<file path="src/rtl/uctl_dmarx_pipe.sv">
// DMA receive engine: reads endpoint data from the local buffer through the memory
// interface and forwards it, with per-beat byte enables, into the AHB-master write FIFO.
module uctl_dmarx_pipe #(
    parameter int CNTR_WD    = 20,
    parameter int DATA_SIZE  = 32,
    parameter int ADDR_SIZE  = 32,
    parameter int FIFO_ADR   = 4,
    parameter int MAX_OUTSTD = 2
) (
    input  logic                     core_clk,
    input  logic                     uctl_rst_n,
    input  logic                     sw_rst,
    input  logic                     sepr2dmaRx_dmaStart,
    input  logic                     sepr2dmaRx_abort,
    input  logic [CNTR_WD-1:0]       sepr2dmaRx_len,
    input  logic [ADDR_SIZE-1:0]     sepr2dmaRx_laddrIn,
    input  logic [ADDR_SIZE-1:0]     sepr2dmaRx_epStartAddr,
    input  logic [ADDR_SIZE-1:0]     sepr2dmaRx_epEndAddr,
    input  logic [ADDR_SIZE-1:0]     sepr2dmaRx_sWrAddr,
    input  logic                     sepr2dmaRx_sRdWr,
    output logic                     dmaRx2sepr_dn,
    output logic                     dmaRx2sepr_abortDn,
    output logic                     dmaRx2sepr_err,
    output logic                     dmaRx2mif_rdReq,
    output logic [ADDR_SIZE-1:0]     dmaRx2mif_Addr,
    input  logic                     mif2dmaRx_ack,
    input  logic                     mif2dmaRx_rdVal,
    input  logic [DATA_SIZE-1:0]     mif2dmaRx_data,
    output logic                     dmaRx2ahbm_stransEn,
    output logic [ADDR_SIZE-1:0]     dmaRx2ahbm_sWrAddr,
    output logic                     dmaRx2ahbm_sRdWr,
    output logic [CNTR_WD-1:0]       dmaRx2ahbm_len,
    input  logic [FIFO_ADR:0]        ahbm2dmaRx_availSpace,
    input  logic                     ahbm2dmaRx_dn,
    output logic                     dmaRx2ahbm_wr,
    output logic [DATA_SIZE-1:0]     dmaRx2ahbm_data,
    output logic [DATA_SIZE/8-1:0]   dmaRx2ahbm_be
);

    localparam int BPB = DATA_SIZE / 8;
    localparam int PW  = 3;
    localparam int CW  = (FIFO_ADR + 1 > PW) ? FIFO_ADR + 1 : PW;

    typedef enum logic [1:0] {IDLE, RUN, DRAIN, WAITDN} state_t;

    state_t               state_q, state_d;
    logic [ADDR_SIZE-1:0] addr_q, addr_d;
    logic [CNTR_WD-1:0]   issCntr_q, issCntr_d;
    logic [CNTR_WD-1:0]   retCntr_q, retCntr_d;
    logic [PW-1:0]        pend_q, pend_d;
    logic                 hold_q, hold_d;

    logic                 issue;
    logic                 rdReq;
    logic                 ackEv;
    logic                 dnC, abortDnC, errC, stransC;
    logic [ADDR_SIZE:0]   addrNext;

    // A raised request is held until acked, so only RUN may start a new one.
    assign issue = (state_q == RUN) && (issCntr_q != '0)
                   && (CW'(ahbm2dmaRx_availSpace) > CW'(pend_q))
                   && (pend_q < PW'(MAX_OUTSTD));
    assign rdReq    = ~sw_rst & (issue | hold_q);
    assign ackEv    = rdReq & mif2dmaRx_ack;
    assign addrNext = {1'b0, addr_q} + (ADDR_SIZE+1)'(BPB);

    always_comb begin
        state_d   = state_q;
        addr_d    = addr_q;
        issCntr_d = issCntr_q;
        retCntr_d = retCntr_q;
        pend_d    = pend_q;
        hold_d    = rdReq & ~mif2dmaRx_ack;
        dnC       = 1'b0;
        abortDnC  = 1'b0;
        errC      = 1'b0;
        stransC   = 1'b0;

        if (ackEv) begin
            addr_d    = (addrNext > {1'b0, sepr2dmaRx_epEndAddr}) ? sepr2dmaRx_epStartAddr
                                                                 : addrNext[ADDR_SIZE-1:0];
            issCntr_d = (issCntr_q > CNTR_WD'(BPB)) ? issCntr_q - CNTR_WD'(BPB) : '0;
        end
        if (mif2dmaRx_rdVal) begin
            retCntr_d = (retCntr_q > CNTR_WD'(BPB)) ? retCntr_q - CNTR_WD'(BPB) : '0;
        end
        case ({ackEv, mif2dmaRx_rdVal})
            2'b10:   pend_d = pend_q + PW'(1);
            2'b01:   pend_d = pend_q - PW'(1);
            default: pend_d = pend_q;
        endcase

        // AHB completion outranks abort, so a simultaneous abort is a normal finish.
        case (state_q)
            IDLE: begin
                if (sepr2dmaRx_dmaStart) begin
                    if (sepr2dmaRx_len == '0) begin
                        dnC = 1'b1;
                    end else begin
                        stransC   = 1'b1;
                        addr_d    = sepr2dmaRx_laddrIn;
                        issCntr_d = sepr2dmaRx_len;
                        retCntr_d = sepr2dmaRx_len;
                        state_d   = RUN;
                    end
                end
            end
            RUN, WAITDN: begin
                if (ahbm2dmaRx_dn) begin
                    dnC     = 1'b1;
                    errC    = (retCntr_q != '0) || (pend_q != '0);
                    state_d = IDLE;
                end else if (sepr2dmaRx_abort) begin
                    state_d = DRAIN;
                end else if ((state_q == RUN) && (issCntr_q == '0) && !rdReq) begin
                    state_d = WAITDN;
                end
            end
            DRAIN: begin
                if ((pend_q == '0) && !rdReq) begin
                    dnC      = 1'b1;
                    abortDnC = 1'b1;
                    state_d  = IDLE;
                end
            end
            default: state_d = IDLE;
        endcase
    end

    always_ff @(posedge core_clk or negedge uctl_rst_n) begin
        if (!uctl_rst_n) begin
            state_q   <= IDLE;
            addr_q    <= '0;
            issCntr_q <= '0;
            retCntr_q <= '0;
            pend_q    <= '0;
            hold_q    <= 1'b0;
        end else if (sw_rst) begin
            state_q   <= IDLE;
            addr_q    <= '0;
            issCntr_q <= '0;
            retCntr_q <= '0;
            pend_q    <= '0;
            hold_q    <= 1'b0;
        end else begin
            state_q   <= state_d;
            addr_q    <= addr_d;
            issCntr_q <= issCntr_d;
            retCntr_q <= retCntr_d;
            pend_q    <= pend_d;
            hold_q    <= hold_d;
        end
    end

    // Byte i is enabled while more than i bytes remain, which yields all ones for full beats.
    always_comb begin
        dmaRx2ahbm_be = '0;
        for (int i = 0; i < BPB; i++) begin
            dmaRx2ahbm_be[i] = mif2dmaRx_rdVal && (retCntr_q > CNTR_WD'(i));
        end
    end

    assign dmaRx2sepr_dn       = dnC & ~sw_rst;
    assign dmaRx2sepr_abortDn  = abortDnC & ~sw_rst;
    assign dmaRx2sepr_err      = errC & ~sw_rst;
    assign dmaRx2ahbm_stransEn = stransC & ~sw_rst;
    assign dmaRx2mif_rdReq     = rdReq;
    assign dmaRx2mif_Addr      = addr_q;
    assign dmaRx2ahbm_sWrAddr  = sepr2dmaRx_sWrAddr;
    assign dmaRx2ahbm_sRdWr    = sepr2dmaRx_sRdWr;
    assign dmaRx2ahbm_len      = sepr2dmaRx_len;
    assign dmaRx2ahbm_wr       = mif2dmaRx_rdVal;
    assign dmaRx2ahbm_data     = mif2dmaRx_data;

endmodule

</file>
<file path="config.mk">
export PLATFORM = sky130hd
export DESIGN_NAME = uctl_dmarx_pipe
export DESIGN_NICKNAME = d
export VERILOG_FILES = /design/src/rtl/uctl_dmarx_pipe.sv
export SDC_FILE = /design/constraint.sdc
export NUM_CORES = 1
export LEC_CHECK = 0
export CORE_AREA = 4 4 129 131
export DETAILED_ROUTE_END_ITERATION = 8
export DIE_AREA = 0 0 133 135
export HOLD_SLACK_MARGIN = 0.02
export PLACE_DENSITY_LB_ADDON = 0.3
export SLEW_MARGIN = 25
export SYNTH_ARGS = -nofsm -noshare
export SYNTH_HDL_FRONTEND = slang
export SYNTH_SLANG_ARGS = --single-unit
</file>
<file path="constraint.sdc">
create_clock -name core_clk -period 6.34 [get_ports core_clk]
set_clock_uncertainty 0.05 [all_clocks]
set_input_delay 1.902 -clock core_clk [delete_from_list [all_inputs] [get_ports core_clk]]
set_output_delay 1.902 -clock core_clk [all_outputs]
set_load 0.005 [all_outputs]
</file>
# Word-level counts from Yosys, hierarchy flattened
# Index checks and enable logic that the tools add are counted.
# totals
ff_bits,78
latchBits,0
ramBits,0
rom_bits,0
output_inout_bits,127
n_memories,0
# op_classes
add_sub_neg,5
mul,0
n_div,0
magnitude_cmp,9
n_eq_ne,9
shift,0
mux,40
bitwise_logic,10
n_reduce_logical,22
# op_table
operator,n
$mux 20,12
$mux 32,6
$gt 20x1->1 const B,2
$gt 20x2->1 const B,2
$gt 20x3->1 const B,2
$logic_not 20->1,2
$reduce_bool 20->1,2
$sub 20x3->20 const B,2
$add 32x3->33 const B,1
$gt 33x32->1,1
$mux 2,7
$mux 1,11
$logic_and 1x1->1,10
$ne 3x3->1 const B,3
$and 1x1->1,7
$eq 2x2->1 const B,3
$pmux 2 s3,1
$pmux 3 s2,1
$reduce_bool 3->1,2
$gt 5x3->1,1
$ne 5x5->1 const B,1
$eq 2x1->1 const B,2
$reduce_and 4->1,1
$add 3x1->3 const B,1
other kinds (11),12

# Depth between registers and ports, before layout
# Gate-level depths: netlist (run 1).
# logic_depth
depth_word,13
ltp_mapped,16
depth_no_buf,14

# Worst setup path before layout (run 1)
# Ideal clock, no wire load.
# synth_timing
kind,in2out
startpoint,in ahbm2dmaRx_availSpace[1]
endpoint,out dmaRx2sepr_dn
arrival_time_ns,3.421
required_ns,4.388
path_slack_ns,0.967
path_stages,8
n_path_buf,0
cell_sequence,ha_1 > nor2b_1 > o21a_1 > o41ai_1 > o21ai_0 > nand2b_1 > a21oi_1 > o21a_1
# synth_between
elab_chain_cells,10
# synth_lines
item,line_no,text
"start, declared",33,"input logic [FIFO_ADR:0] ahbm2dmaRx_availSpace,"
$gt 5x3->1,61,&& (CW'(ahbm2dmaRx_availSpace) > CW'(pend_q))
$logic_and 1x1->1,61,
$logic_and 1x1->1,62,&& (pend_q < PW'(MAX_OUTSTD));
$or 1x1->1,63,assign rdReq = ~sw_rst & (issue | hold_q);
$and 1x1->1,63,
net dmaRx2mif_rdReq,24,"output logic dmaRx2mif_rdReq,"
$logic_not 1->1,120,if ((pend_q == '0) && !rdReq) begin
$logic_and 1x1->1,120,
$mux 1,120,
$pmux 1 s3,94,case (state_q)
$and 1x1->1,163,assign dmaRx2sepr_dn = dnC & ~sw_rst;
"end, declared",21,"output logic dmaRx2sepr_dn,"
# The timed path passes the listed nets, and every way through them passes these cells.

# Final worst setup path (run 1)
# layout_timing
startpoint,in ahbm2dmaRx_availSpace[1]
endpoint,out dmaRx2sepr_dn
# layout_between
elab_chain_cells,10
# layout_lines
item,line_no
$gt 5x3->1,61
$logic_and 1x1->1,61
$logic_and 1x1->1,62
$or 1x1->1,63
$and 1x1->1,63
$logic_not 1->1,120
$logic_and 1x1->1,120
$mux 1,120
$pmux 1 s3,94
$and 1x1->1,163
# No other way between the ends.

==> results.sh, run 1 <==
export IMPL_cts_setup_buffers=0
export IMPL_drive_gt1_share_pct=4.84
export IMPL_cp_arrival_ns=4.24
export IMPL_synthArstFlopShare_pct=100
export IMPL_hpwl_um=15900
export IMPL_clock_path_buffers=2
export IMPL_core_area_sq_um=15600
export IMPL_fill_cells=1458
export IMPL_final_cell_mix="clkdlybuf4s50_1, dfrtp_1, nand2_1, nor2_1, nor3_1"
export IMPL_cp_required_ns=4.39
export IMPL_die_h_um=135
export IMPL_wl_per_cell_um=18.5
export IMPL_gr_usage_all_layers_pct=23.4
export IMPL_max_slew_margin_rel_pct=46.1
export IMPL_netlist_area_sq_um=6820
export IMPL_irDropWorstVdd_mv=0.112
export IMPL_htreeDepth=3
export IMPL_synth_top_cell_area_share_pct=28.6
export IMPL_path_class="input pin to output pin"
export IMPL_portBuffers=190
export IMPL_rsz0062_at_grt="no"
export IMPL_cts_clk_slew_worst_paths_ns=0.06
export IMPL_ys_types=57
export IMPL_ant_nets=0
export IMPL_fin_cells=1166
export IMPL_drt_iter0_markers=414
export IMPL_row_count=46
export IMPL_synth_edf_count=0
export IMPL_cts_root_buf="clkbuf_16"
export IMPL_nets=1180
export IMPL_grt_overflow=0
export IMPL_mostFrequentLayoutCell="clkdlybuf4s50_1"
export IMPL_outcome="finished clean"
export IMPL_crit_slowest_cell="clkdlybuf4s50_1"
export IMPL_yosys_warnings=0
export IMPL_leakagePower_nw=3.63
export IMPL_via_per_inst=5.59
export IMPL_synth_area_leader_cell="dfrtp_1"
export IMPL_fin_crit_sh_pct=97.7
export IMPL_io_pins=321
export IMPL_syn_nets=1091
export IMPL_fmax_ghz=0.161
export IMPL_drt_first_pass_iters=5
export IMPL_grt_max_degree=79
export IMPL_wl_um=21600
export IMPL_cp_end_kind="output pin"
export IMPL_first_global_vias=6367
export IMPL_cts_hold_buffers=0
export IMPL_crit_chain="clkdlybuf4s50_1 -> ha_1 -> nor2b_1 -> o21a_1 -> o41ai_4 -> o21ai_1 -> nand2b_4 -> a21oi_1 -> o21a_1 -> clkdlybuf4s50_1"
export IMPL_cts_tree="built"
export IMPL_dieArea_sq_um=18000
export IMPL_antenna_cells=0
export IMPL_avgSynthCellArea_sq_um=7.97
export IMPL_die_w_um=133
export IMPL_gp_congestion=0.884
export IMPL_final_hold_viol_count=0
export IMPL_cp_start_kind="input pin"
export IMPL_path_buf_inv=2
export IMPL_numCtsBuffers=9
export IMPL_slowest_delay_ns=0.49
export IMPL_clk_latency_ns=0.34
export IMPL_start_util_pct=43.7
export IMPL_grt_pass1_wl_um=33800
export IMPL_tightestPinTransition_ns=0.805
export IMPL_power_mw=1.69
export IMPL_synthCells=856
export IMPL_min_period_ns=6.20
export IMPL_ys_ff_latch=78
export IMPL_slew_viol_final=0
export IMPL_synth_area_top_cells="dfrtp_1, buf_4, ha_1"
export IMPL_setup_violations=0
export IMPL_hold_class="register to register"
export IMPL_antenna_found_initial=0
export IMPL_num_vias=6513
export IMPL_dp_cells=1150
export IMPL_layout_area_seq_sq_um=1950
export IMPL_cap_violations=0
export IMPL_remaining_drc_errors=0
export IMPL_postLayoutCoreUtil_pct=55.8
export IMPL_cts_sinks=78
export IMPL_yosysSeqAreaShare_pct=28.6
export IMPL_syn2layout_area_growth_pct=27.5
export IMPL_p_per_area_nw_per_um2=194
export IMPL_path_delay_family="buffers and inverters"
export IMPL_multi_input_area_sq_um=3910
export IMPL_path_max_fanout=3
export IMPL_synthFlopType="dfrtp_1"
==> registers in the layout (all words and copies together) (netlist names) <==
name and cells:
issCntr_q 20, retCntr_q 20, state_q 2, dmaRx2mif_Addr 32, hold_q 1, pend_q 3
==> worst register-to-register path: stages, from the launching register on <==
cell and delay [ns]:
dfrtp_1 0.49, ha_1 0.33, inv_1 0.10, nor4_2 0.27
buf_4 0.18, and2_1 0.22, nand4_1 0.14, xnor2_1 0.16
ha_1 0.30, nand3_1 0.14, nor4_1 0.59, a22oi_1 0.27
a21oi_1 0.45, o22ai_2 0.34, buf_12 0.26, a2111oi_0 0.39
a211oi_1 0.09
==> metrics by stage <==
stage               setup slack (ns)  hold slack [ns]  area, sq um  TNS [ns]
floorplan                      0.967            0.442         6820         0
global placement             -0.0370            0.463         8330   -0.0370
detailed placement           -0.0847            0.469         8340    -0.119
CTS                          0.00704            0.489         8670         0
global route                  0.0146            0.527         8700         0
finish                         0.143            0.496         8700         0
==> logic make-up (layout without fill, tap and decap cells) <==
logic type      after synthesis  in the layout  synth area share [%]
fa+ha+maj                    41             41                  7.63
buf+inv                     181            275                  15.0
xor+xnor                     60             60                  7.71
flops                        78             78                  28.6
mux                           1              1                 0.147
simple gates                311            311                  22.9
compound gates              184            184                  18.0
==> worst paths after layout <==
| check | from | endpoint | slack (ns) | depth (start not counted) |
|---|---|---|---|---|
| max | ahbm2dmaRx_availSpace[1] | dmaRx2sepr_dn | 0.14 | 10 |
| max reg2reg | dmaRx2mif_Addr[2] | dmaRx2mif_Addr[23] | 1.41 | 16 |
| min | issCntr_q[0] | issCntr_q[0] | 0.50 | 2 |
| min reg2reg | issCntr_q[0] | issCntr_q[0] | 0.50 | 2 |
| max in group asynchronous | uctl_rst_n | dmaRx2mif_Addr[26] | 4.17 | 1 |
| min in group asynchronous | uctl_rst_n | state_q[0] | 1.57 | 1 |
==> repair_timing <==
item,CTS,global route
gates resized for setup,1,5
pin swaps,0,1
setup endpoints to repair,2,2
==> synthesized netlist by cell type, drive strengths merged (22+ instances only) <==
cell type / count
a211oi: 22
a21oi: 48
buf: 96
clkbuf: 31
dfrtp: 78
ha: 40
inv: 54
nand2: 69
nor2: 70
nor3: 60
o21ai: 34
xnor2: 33
xor2: 27
==> cell type report <==
| class | instances | share of cell area, % |
|---|---|---|
| clock buffer | 11 | 2.79 |
| multi-input combinational | 597 | 45.0 |
| inverter | 54 | 2.33 |
| clock inverter | 5 | 0.950 |
| tap | 216 | 3.11 |
| timing repair buffer | 205 | 23.4 |
| sequential | 78 | 22.4 |
==> where the power goes <==
| group | total (mW) | internal, mW | switching [mW] | leakage [nW] |
|---|---|---|---|---|
| logic | 0.509 | 0.258 | 0.251 | 2.43 |
| clock network | 0.578 | 0.357 | 0.221 | 0.160 |
| registers | 0.600 | 0.541 | 0.0584 | 1.04 |
| total | 1.69 | 1.16 | 0.530 | 3.63 |
==> per-layer routing <==
metal	share of wire (%)	track usage, %
met2	47	38.0
met5	0	0
met3	5.5	2.98
met4	2.0	8.03
met1	46	32.4
Power figures use the tool's default switching activity.
==> run 2: changes to the inputs <==
CORE_AREA = 4 4 133 135   (was 4 4 129 131)
DIE_AREA = 0 0 137 139   (was 0 0 133 135)
clock period = 6.5 ns   (was 6.34 ns; I/O delays follow)
==> run 2 against run 1 <==
  * Clock-buffer cell count unchanged
  * Final cell count increased by 0.34%
  * Register-to-register slack got worse by 0.09 ns
  * Sequential share of layout area increased by 0.14 points
  * Sequential cell count unchanged
  * Combinational power decreased by 3%
  * Critical path type unchanged
  * Utilization decreased by 3.3 points
  * Non-clock buffer count unchanged
  * Worst setup slack got worse by 0.044 ns
==> results.sh, run 2 (same netlist as run 1, synthesis figures left out) <==
export IMPL_postLayoutCoreUtil_pct=52.5
export IMPL_path_class="input pin to output pin"
export IMPL_portBuffers=190
export IMPL_wl_um=21700
export IMPL_path_delay_family="buffers and inverters"
export IMPL_grt_use_met3_pct=2.87
export IMPL_grt_busiest_layer="met2"
export IMPL_drive_gt1_share_pct=4.95
export IMPL_hold_class="register to register"
export IMPL_min_path_cells=2
export IMPL_fin_crit_sh_pct=98.5
export IMPL_start_util_pct=41.4
export IMPL_wl_per_cell_um=18.6
export IMPL_antenna_cells=0
export IMPL_core_area_sq_um=16500
export IMPL_cts_tree="built"
export IMPL_leakagePower_nw=3.59
export IMPL_crit_slowest_cell="clkdlybuf4s50_1"
export IMPL_cts_sinks=78
export IMPL_dp_cells=1153
export IMPL_max_slew_margin_rel_pct=46.7
export IMPL_cp_arrival_ns=4.40
export IMPL_remaining_drc_errors=0
export IMPL_dieArea_sq_um=19000
export IMPL_path_buf_inv=2
export IMPL_grt_overflow=0
export IMPL_cp_end_kind="output pin"
export IMPL_cts_root_buf="clkbuf_16"
export IMPL_final_cell_mix="clkdlybuf4s50_1, dfrtp_1, nand2_1"
export IMPL_die_h_um=139
export IMPL_tightestPinTransition_ns=0.800
export IMPL_fin_cells=1170
export IMPL_fill_cells=1593
export IMPL_syn2layout_area_growth_pct=26.7
export IMPL_via_per_inst=5.54
export IMPL_p_per_area_nw_per_um2=186
export IMPL_path_max_fanout=3
export IMPL_largest_reg_flops=32
export IMPL_grt_pass1_wl_um=34200
export IMPL_cp_start_kind="input pin"
export IMPL_antenna_found_initial=0
export IMPL_irDropWorstVdd_mv=0.119
export IMPL_cts_clk_slew_worst_paths_ns=0.06
export IMPL_met1_usage_pct=32.6
export IMPL_htreeDepth=3
export IMPL_outcome="finished clean"
export IMPL_nets=1180
export IMPL_crit_chain="clkdlybuf4s50_1 -> ha_1 -> nor2b_1 -> o21a_1 -> o41ai_2 -> o21ai_1 -> nand2b_4 -> nor4_1 -> clkdlybuf4s50_1"
export IMPL_ant_nets=0
export IMPL_grt_max_degree=73
export IMPL_mostFrequentLayoutCell="clkdlybuf4s50_1"
export IMPL_die_w_um=137
export IMPL_crit_top_cell="clkdlybuf4s50_1"
export IMPL_cp_required_ns=4.50
export IMPL_num_vias=6476
export IMPL_cap_violations=0
export IMPL_fmax_ghz=0.156
export IMPL_clk_latency_ns=0.34
export IMPL_reg2reg_depth=15
export IMPL_first_global_vias=6376
export IMPL_final_hold_viol_count=0
export IMPL_numCtsBuffers=9
export IMPL_io_pins=321
export IMPL_min_period_ns=6.40
export IMPL_use_met2_pct=34.6
export IMPL_slew_viol_final=0
export IMPL_setup_violations=0
export IMPL_slowest_delay_ns=0.56
export IMPL_row_count=47
export IMPL_drt_iter0_markers=400
export IMPL_path_depth=9
export IMPL_power_mw=1.60
export IMPL_gr_usage_all_layers_pct=22.7
export IMPL_clock_path_buffers=2
export IMPL_drt_first_pass_iters=5
export IMPL_hpwl_um=16000
export IMPL_gp_congestion=0.891
-- run 2: power by group --
group	switching [mW]	total (mW)	internal, mW
clock	0.215	0.523	0.308
sequential	0.0573	0.585	0.528
combinational	0.245	0.495	0.250
-- run 2: through the flow --
stage                     instance area [sq um]  hold WS (ns)   TNS, ns  setup slack [ns]
final                                      8640         0.489         0            0.0998
after floorplan                            6820         0.442         0              1.03
after detailed placement                   8310         0.473   -0.0191           -0.0191
after CTS                                  8620         0.491         0            0.0716
after global routing                       8640         0.551  -0.00386          -0.00386
after global placement                     8310         0.461         0            0.0184
-- run 2: path summary, 6_finish.rpt --
path	slack (ns)	from	end
worst max register to register	1.32	dmaRx2mif_Addr[2]	dmaRx2mif_Addr[13]
max in group asynchronous	4.16	uctl_rst_n	retCntr_q[14]
worst min register to register	0.49	issCntr_q[0]	issCntr_q[0]
worst min-delay path	0.49	issCntr_q[0]	issCntr_q[0]
min in group asynchronous	1.36	uctl_rst_n	issCntr_q[13]
worst max-delay path	0.1	ahbm2dmaRx_availSpace[1]	dmaRx2sepr_abortDn
-- run 2: area by class of cell --
cell class / instances / area [sq um] / area share (%)
multi-input cells: 597 / 3900 / 45.1
repair buffers: 205 / 2010 / 23.3
flip-flops and latches: 78 / 1950 / 22.6
well taps: 220 / 275 / 3.19
clock buffers: 11 / 243 / 2.81
inverters: 54 / 203 / 2.35
clock inverters: 5 / 58.8 / 0.681
-- run 2: layer usage --
layer / routed length, um / share of wire [%]
met4: 579 / 2.7
met5: 0 / 0
met1: 10100 / 46
met3: 1340 / 6.2
met2: 9770 / 45
-- run 2: what timing repair did --
item / in CTS / in global routing
hold buffers: 0 / 0
endpoints found under the setup margin: 2 / 2
endpoints found under the hold margin: 0 / 0
pin swaps: 0 / 4
resized for setup: 1 / 3
cloned: 0 / 0
setup buffers: 0 / 1
-- run 2: tightest hold or removal path, stage by stage (launching register included) --
cell and delay [ns]:
dfrtp_1 0.36, a22oi_1 0.07, nor2_1 0.08
==> run 3: changes to the inputs <==
CAP_MARGIN = 10   (was unset)
CORE_AREA = 4 4 131 133   (was 4 4 133 135)
CTS_BUF_LIST = sky130_fd_sc_hd__clkbuf_4   (was unset)
DIE_AREA = 0 0 135 137   (was 0 0 137 139)
SLEW_MARGIN = 20   (was 25)
==> run 3 against run 2 <==
  * Worst setup slack better by 0.025 ns
  * Critical endpoint is now dmaRx2sepr_dn
  * Utilization is 0.90 points higher
  * Clock power is 42% lower
  * Total power is 14% lower
  * Register-to-register slack worse by 0.05 ns
==> results.sh, run 3 (same netlist as run 1, synthesis figures left out) <==
export IMPL_outcome="finished clean"
export IMPL_min_period_ns=6.37
export IMPL_num_vias=6663
export IMPL_row_count=46
export IMPL_clock_path_buffers=2
export IMPL_layout_area_seq_sq_um=1950
export IMPL_cap_violations=0
export IMPL_die_w_um=135
export IMPL_crit_slowest_cell="clkdlybuf4s50_1"
export IMPL_cp_arrival_ns=4.37
export IMPL_irDropWorstVdd_mv=0.0757
export IMPL_cts_clk_slew_worst_paths_ns=0.15
export IMPL_rsz0062_at_grt="no"
export IMPL_max_slew_margin_rel_pct=43.8
export IMPL_final_hold_viol_count=0
export IMPL_antenna_found_initial=2
export IMPL_portBuffers=190
export IMPL_syn2layout_area_growth_pct=23.9
export IMPL_path_buf_inv=2
export IMPL_final_cell_mix="clkdlybuf4s50_1, dfrtp_1, nand2_1"
export IMPL_crit_chain="clkdlybuf4s50_1 -> ha_1 -> nor2b_1 -> o21a_1 -> o41ai_2 -> o21ai_1 -> nand2b_4 -> a21oi_2 -> o21a_1 -> clkdlybuf4s50_1"
export IMPL_gr_usage_all_layers_pct=23.4
export IMPL_grt_max_degree=79
export IMPL_via_per_inst=5.71
export IMPL_drive_gt1_share_pct=4.85
export IMPL_fill_cells=1493
export IMPL_place_area_sq_um=8290
export IMPL_die_h_um=137
export IMPL_postLayoutCoreUtil_pct=53.4
export IMPL_hpwl_um=15800
export IMPL_ant_nets=0
export IMPL_cts_sinks=78
export IMPL_wl_um=22100
export IMPL_largest_reg_flops=32
export IMPL_dieArea_sq_um=18500
export IMPL_core_area_sq_um=15800
export IMPL_dp_cells=1148
export IMPL_wl_per_cell_um=19.0
export IMPL_clk_latency_ns=0.49
export IMPL_start_util_pct=43.1
export IMPL_remaining_drc_errors=0
export IMPL_tightestPinTransition_ns=0.843
export IMPL_grt_pass1_wl_um=34200
export IMPL_leakagePower_nw=3.51
export IMPL_nets=1178
export IMPL_fin_crit_sh_pct=98.1
export IMPL_multi_input_area_sq_um=3900
export IMPL_slowest_delay_ns=0.50
export IMPL_fin_cells=1166
export IMPL_cts_hold_buffers=0
export IMPL_numCtsBuffers=9
export IMPL_tns_ns=0
export IMPL_hold_class="register to register"
export IMPL_cp_end_kind="output pin"
export IMPL_whs_ns=0.518
export IMPL_cts_root_buf="clkbuf_4"
export IMPL_min_path_cells=2
export IMPL_cts_tree="built"
export IMPL_p_per_area_nw_per_um2=164
export IMPL_mostFrequentLayoutCell="clkdlybuf4s50_1"
export IMPL_drt_first_pass_iters=5
export IMPL_final_area_sq_um=8450
export IMPL_reg2reg_depth=15
export IMPL_path_depth=10
export IMPL_path_max_fanout=3
export IMPL_htreeDepth=3
export IMPL_fmax_ghz=0.157
export IMPL_drt_iter0_markers=510
export IMPL_gp_congestion=0.891
export IMPL_path_delay_family="compound AO/OA/AOI/OAI gates"
export IMPL_cp_start_kind="input pin"
export IMPL_io_pins=321
export IMPL_first_global_vias=6399
export IMPL_grt_overflow=0
export IMPL_setup_violations=0
export IMPL_path_class="input pin to output pin"
export IMPL_cp_required_ns=4.50
export IMPL_slew_viol_final=0
[run 3: layout make-up]
| class | instances | share of cell area [%] |
|---|---|---|
| multi-input cells | 597 | 46.1 |
| repair buffers | 203 | 23.6 |
| flip-flops and latches | 78 | 23.1 |
| well taps | 216 | 3.20 |
| inverters | 54 | 2.40 |
| clock buffers | 9 | 0.800 |
| clock inverters | 7 | 0.666 |
| diodes | 2 | 0.0592 |
[run 3: final timing paths]
check / end / slack [ns] / start
setup / recovery: dmaRx2sepr_dn / 0.13 / ahbm2dmaRx_availSpace[1]
hold / removal: issCntr_q[0] / 0.52 / issCntr_q[0]
setup reg to reg: dmaRx2mif_Addr[3] / 1.27 / dmaRx2mif_Addr[2]
hold reg to reg: issCntr_q[0] / 0.52 / issCntr_q[0]
max in group asynchronous: dmaRx2mif_Addr[22] / 4.40 / uctl_rst_n
min in group asynchronous: dmaRx2mif_Addr[10] / 1.43 / uctl_rst_n
[run 3: stage by stage]
stage	worst slack, ns	total power, mW
after detailed placement	0.00285	1.08
after global routing	0.00459	1.47
after floorplan	1.03	0.882
after global placement	0.0255	1.08
final	0.125	1.39
after CTS	0.0758	1.39
[run 3: timing repair]
| action | 4_1_cts | 5_1_grt |
|---|---|---|
| buffers inserted | 0 | 0 |
| pin swaps | 0 | 2 |
| endpoints found under the setup margin | 1 | 1 |
| resized for setup | 1 | 3 |
[run 3: layer usage]
metal	GRT usage [%]	routed length, um	vias up
met4	8.68	635	0
met3	4.34	1520	47
li1	-	-	3140
met1	31.9	9930	3193
met5	0	0	-
met2	37.3	10000	283
[run 3: worst reg2reg max path: stages (launching register included)]
cell       delay, ns
dfrtp_1         0.52
ha_1            0.33
inv_1           0.10
nor4_2          0.62
and2_1          0.32
nand4_1         0.13
xnor2_1         0.16
ha_1            0.30
nand3_1         0.13
nor4_1          0.61
a22oi_1         0.26
a21oi_1         0.42
o22ai_2         0.34
buf_4           0.29
a2111oi_0       0.42
a211oi_1        0.10
[run 3: power by group]
part           switching [mW]  internal (mW)
clock                   0.220         0.0833
sequential             0.0573          0.527
combinational           0.248          0.249
